$ cat src/rtl/rr_arbiter_4_if.sv
// Request/grant bundle between the requesters (master) and the round-robin arbiter (slave).
// All arbiter outputs are registered. state_dbg is high while a grant is held.
interface rr_arbiter_4_if;
    logic [3:0] req;
    logic [3:0] gnt;
    logic       gnt_valid;
    logic [1:0] gnt_id;
    logic       timeout;
    logic       state_dbg;

    // Handshake: req is level-sensitive and must stay high for as long as the owner wants the grant.
    // Dropping req[gnt_id] releases the grant one cycle later. A new grant always follows an all-zero gnt cycle.
    modport master (output req, input gnt, input gnt_valid, input gnt_id, input timeout, input state_dbg);
    modport slave  (input req, output gnt, output gnt_valid, output gnt_id, output timeout, output state_dbg);
endinterface

$ cat src/rtl/rr_arbiter_4.sv
// Four-requester round-robin arbiter with hold-until-release and an optional hold timeout.
// The one-hot gnt feeds a 4-to-2 encoder, so it is only ever one-hot or all-zero.
module rr_arbiter_4 #(
    parameter int unsigned MAX_HOLD = 8
) (
    input  logic          clk,
    input  logic          rst,
    rr_arbiter_4_if.slave bus
);

    localparam int unsigned HW_RAW  = $clog2(MAX_HOLD + 1);
    localparam int unsigned HW      = (HW_RAW < 1) ? 1 : HW_RAW;
    localparam logic [HW-1:0] HOLD_MAX = HW'(MAX_HOLD);
    localparam bit LIMITED = (MAX_HOLD != 0);

    typedef enum logic {IDLE = 1'b0, GRANT = 1'b1} state_t;

    state_t        state_q, state_d;
    logic [1:0]    last_q, last_d;
    logic [HW-1:0] cnt_q, cnt_d;
    logic [3:0]    gnt_q, gnt_d;
    logic [1:0]    id_q, id_d;
    logic          valid_q, valid_d;
    logic          to_q, to_d;

    logic [1:0]    win;
    logic          win_found;
    logic [1:0]    cand;

    // Scan last+1 .. last+4 (mod 4); the first requester found wins.
    always_comb begin
        win       = last_q;
        win_found = 1'b0;
        cand      = last_q;
        for (int k = 1; k <= 4; k++) begin
            cand = last_q + 2'(k);
            if (!win_found && bus.req[cand]) begin
                win       = cand;
                win_found = 1'b1;
            end
        end
    end

    always_comb begin
        state_d = state_q;
        last_d  = last_q;
        cnt_d   = cnt_q;
        gnt_d   = gnt_q;
        id_d    = id_q;
        valid_d = valid_q;
        to_d    = 1'b0;
        case (state_q)
            IDLE: begin
                gnt_d   = 4'b0000;
                id_d    = 2'd0;
                valid_d = 1'b0;
                if (win_found) begin
                    state_d = GRANT;
                    last_d  = win;
                    cnt_d   = HW'(1);
                    gnt_d   = 4'b0001 << win;
                    id_d    = win;
                    valid_d = 1'b1;
                end
            end
            GRANT: begin
                // Release wins over timeout; either way the next cycle is an all-zero gap.
                if (!bus.req[id_q]) begin
                    state_d = IDLE;
                    gnt_d   = 4'b0000;
                    id_d    = 2'd0;
                    valid_d = 1'b0;
                end else if (LIMITED && cnt_q == HOLD_MAX) begin
                    state_d = IDLE;
                    gnt_d   = 4'b0000;
                    id_d    = 2'd0;
                    valid_d = 1'b0;
                    to_d    = 1'b1;
                end else if (LIMITED && cnt_q != HOLD_MAX) begin
                    cnt_d = cnt_q + HW'(1);
                end
            end
            default: begin
                state_d = IDLE;
            end
        endcase
    end

    always_ff @(posedge clk) begin
        if (rst) begin
            state_q <= IDLE;
            last_q  <= 2'd3;
            cnt_q   <= '0;
            gnt_q   <= 4'b0000;
            id_q    <= 2'd0;
            valid_q <= 1'b0;
            to_q    <= 1'b0;
        end else begin
            state_q <= state_d;
            last_q  <= last_d;
            cnt_q   <= cnt_d;
            gnt_q   <= gnt_d;
            id_q    <= id_d;
            valid_q <= valid_d;
            to_q    <= to_d;
        end
    end

    assign bus.gnt       = gnt_q;
    assign bus.gnt_id    = id_q;
    assign bus.gnt_valid = valid_q;
    assign bus.timeout   = to_q;
    assign bus.state_dbg = (state_q == GRANT);

endmodule

$ cat src/flat_wrapper.sv
// flat-port wrapper written by rule: the top's interface ports become plain ports
module rr_arbiter_4_flat 
#(
    parameter int unsigned MAX_HOLD = 8
)
  (clk, rst, bus_req, bus_gnt, bus_gnt_valid, bus_gnt_id, bus_timeout, bus_state_dbg);
  rr_arbiter_4_if bus_i ();
  input  logic clk;
  input  logic rst;
  input wire logic [$bits(bus_i.req)-1:0] bus_req;
  output wire logic [$bits(bus_i.gnt)-1:0] bus_gnt;
  output wire logic [$bits(bus_i.gnt_valid)-1:0] bus_gnt_valid;
  output wire logic [$bits(bus_i.gnt_id)-1:0] bus_gnt_id;
  output wire logic [$bits(bus_i.timeout)-1:0] bus_timeout;
  output wire logic [$bits(bus_i.state_dbg)-1:0] bus_state_dbg;
  assign bus_i.req = bus_req;
  assign bus_gnt = bus_i.gnt;
  assign bus_gnt_valid = bus_i.gnt_valid;
  assign bus_gnt_id = bus_i.gnt_id;
  assign bus_timeout = bus_i.timeout;
  assign bus_state_dbg = bus_i.state_dbg;
  rr_arbiter_4 #(.MAX_HOLD(MAX_HOLD)) u_core (.clk(clk), .rst(rst), .bus(bus_i));
endmodule
$ cat config.mk
export PLATFORM = sky130hd
export DESIGN_NAME = rr_arbiter_4_flat
export DESIGN_NICKNAME = d
export VERILOG_FILES = /design/src/rtl/rr_arbiter_4_if.sv /design/src/rtl/rr_arbiter_4.sv /design/src/flat_wrapper.sv
export SDC_FILE = /design/constraint.sdc
export NUM_CORES = 1
export LEC_CHECK = 0
export CORE_ASPECT_RATIO = 1.2
export CORE_MARGIN = 2
export CORE_UTILIZATION = 40
export CTS_BUF_LIST = sky130_fd_sc_hd__clkbuf_4 sky130_fd_sc_hd__clkbuf_8
export DETAILED_ROUTE_END_ITERATION = 7
export GPL_TIMING_DRIVEN = 0
export PLACE_DENSITY = 0.65
export SLEW_MARGIN = 5
export SYNTH_ARGS = -nofsm -noshare
export SYNTH_HDL_FRONTEND = slang
export SYNTH_SLANG_ARGS = --single-unit
$ cat constraint.sdc
create_clock -name clk -period 1.8 [get_ports clk]
set_clock_uncertainty 0.15 [all_clocks]
set_input_delay 0.36 -clock clk [delete_from_list [all_inputs] [get_ports clk]]
set_output_delay 0.36 -clock clk [all_outputs]
set_load 0.005 [all_outputs]
==> results.txt <==
Most used DFF post-synth = dfxtp_1
Pwr/cell area = 843 nW/µm²
Top delay family on crit path = buffers and inverters
Max Clk Rate = 0.590 GHz
Worst-path cell chain = clkdlybuf4s50_1
Largest net degree at the start of global routing = 10
Worst path max stage delay = 520 ps
TritonCTS clock tree = done
Slew Limit Fails = 0
Die area = 2120 µm²
WHS = 211 ps
Final TNS setup = 0 ps
Worst-Margin Slew = 519 ps
Avg Cell Area, Syn = 8.95 µm²
Endpoints failing setup = 0
Area growth, synth to finish = 26.7%
Post-CTS setup buffer count = 0
Worst EP required = 1290 ps
Post-synth EDFFs = 0
Final hold vios = 0
Total number of vias = 654
Critical path peak fanout = 5
Core Area = 1640 µm²
DRT Pass-1 Iters = 4
# rows = 16
Worst r2r path cells = 4
Max-cap violation count = 0
Max_slew headroom = 65.0%
Crit start category = register
Final GP Congestion = 0.817
Post-layout instance count excluding filler cells = 114
Post-Route Utilization = 54.6%
Overflow after GRT = 0
Die Ht = 50.1 µm
Worst setup EP type = primary output
Hold Buf Count CTS = 0
Leading cell types in the layout, fill and taps excluded = dfxtp_1, clkdlybuf4s50_1, o21ai_0
Antenna violations before repair = 0
CP max stage cell = clkdlybuf4s50_1
H-tree depth = 1
Layout cells sized above 1 = 14.6%
Synth async-reset ratio = 0%
WL/cell = 12.8 µm
Most common cell after layout, fill and taps aside = dfxtp_1
Library cells used by synthesis = 29
Lkg Pwr = 0.328 nW
WL final = 1460 µm
Tot Pwr = 0.756 mW
Total GRT Usage = 15.1%
Starting Density = 43.1%
Post-Syn Area = 707 µm²
Reg2reg end = u_core.cnt_q[2]
Via-to-Cell Ratio = 5.74
RSZ-0062 raised after global routing = false
Register clock-pin slew on the reported worst setup and hold paths = 90 ps
Root buffer cell = clkbuf_4
First-pass GRT wire length = 2440 µm
Hold Path Class = input pin to register
Synth Warn # = 0
IO Count = 15
Crit path kind = register to primary output
Peak supply drop = 0.484 mV
Iteration-0 DRC Markers = 9
Status = finished, final reports clean
ANT nets after route = 0
Syn Inst Count = 79
Clk sinks = 15
Diodes inserted = 0
CTS Buf Count = 3
WP data arrival = 1180 ps
Synth Register Bits = 15
CP Buf/Inv Count = 1
Port buffer count = 13
Vias in the first global route = 571
Die Wd = 42.4 µm
Worst-skew pair later-pin latency = 290 ps
CTS Buffer Depth = 2
Post-layout nets = 105
Syn_nets = 87
Hold path depth = 2
Worst Hold Launch = rst
R2R Setup Slk = 170 ps
Reg2reg start = u_core.bus.gnt_id[0]
Min Tclk post-route = 1690 ps
WHS Endpoint = u_core.cnt_q[1]
Final worst-path cycle share = 94.1%
Fillcell total = 161
Final HPWL DP = 1130 µm
Register area share after synthesis = 42.5%
Placed cell count = 110
Post-route DRC = 0
worst max path at each step:
stage                               startpoint  cells after the start                 to
after global routing      u_core.bus.state_dbg                      1      bus_state_dbg
final                     u_core.bus.state_dbg                      1      bus_state_dbg
after floorplan           u_core.bus.gnt_id[0]                      4    u_core.cnt_q[2]
after CTS                 u_core.bus.gnt_id[0]                      1      bus_gnt_id[0]
after detailed placement            bus_req[1]                      6   u_core.last_q[0]
after global placement              bus_req[0]                      6  u_core.bus.gnt[3]
cells in the mapped netlist (all sizes together) (2+ instances only):
cell | count | area, µm²
buf | 2 | 10.0
nor2b | 2 | 12.5
dfxtp | 15 | 300
nand2b | 3 | 18.8
nor2 | 7 | 26.3
ha | 2 | 25.0
or2 | 2 | 12.5
o21a | 2 | 15.0
mux2i | 2 | 20.0
nor3 | 2 | 10.0
inv | 4 | 15.0
o21ai | 7 | 35.0
a21oi | 4 | 20.0
a32o | 5 | 50.1
nand3 | 3 | 15.0
nand2 | 4 | 15.0
per-stage QoR:
step	worst slack, ps	area, µm²
3_3_place_gp	-494	860
4_1_cts	19.4	895
5_1_grt	47.3	896
2_1_floorplan	241	707
3_5_place_dp	-502	860
6_report	106	896
what timing repair did:
item | in CTS | in global routing
pin swaps | 0 | 0
resized for setup | 7 | 1
setup endpoints to repair | 10 | 1
cell type report:
| cell class | instances | area (µm²) | share of cell area [%] |
|---|---|---|---|
| Tap cell | 18 | 22.5 | 2.51 |
| Sequential cell | 15 | 302 | 33.7 |
| Timing Repair Buffer | 13 | 125 | 14.0 |
| Clock inverter | 1 | 5.00 | 0.559 |
| Clock buffer | 3 | 22.5 | 2.51 |
| Inverter | 4 | 15.0 | 1.68 |
| Buffer | 2 | 10.0 | 1.12 |
| Multi-Input combinational cell | 58 | 394 | 44.0 |
kinds of logic (layout without fill, tap and decap cells):
logic type | count (synthesis) | count (layout) | synth area share [%]
multiplexers | 2 | 2 | 2.83
buffers and inverters | 6 | 23 | 3.54
flip-flops | 15 | 15 | 42.5
AO/OA/AOI/OAI | 27 | 27 | 28.1
adder cells (fa/ha/maj) | 2 | 2 | 3.54
AND/OR/NAND/NOR | 27 | 27 | 19.5
worst reg2reg max path, delay by kind of cell, from the launching register on:
| kind | cells | cell delay, ps |
|---|---|---|
| mux | 1 | 140 |
| simple gates | 1 | 470 |
| compound gates | 2 | 450 |
| flops | 1 | 360 |
sequential cells by signal (all words and copies together) (netlist names):
register,flops
u_core.bus.timeout,1
u_core.bus.gnt_valid,1
u_core.cnt_q,4
u_core.last_q,2
u_core.bus.state_dbg,1
u_core.bus.gnt,4
u_core.bus.gnt_id,2
layer usage:
layer	vias to the layer above	track usage [%]	part of all wire, %
met2	14	25.4	49
li1	328	-	-
met3	5	3.66	3.6
met5	-	0	0
met4	0	7.81	2.7
met1	307	17.3	45
where the power goes:
group | switching, mW | internal (mW)
registers | 0.0254 | 0.362
clock network | 0.112 | 0.0827
logic | 0.0833 | 0.0906
(Power assumes the default switching activity.)
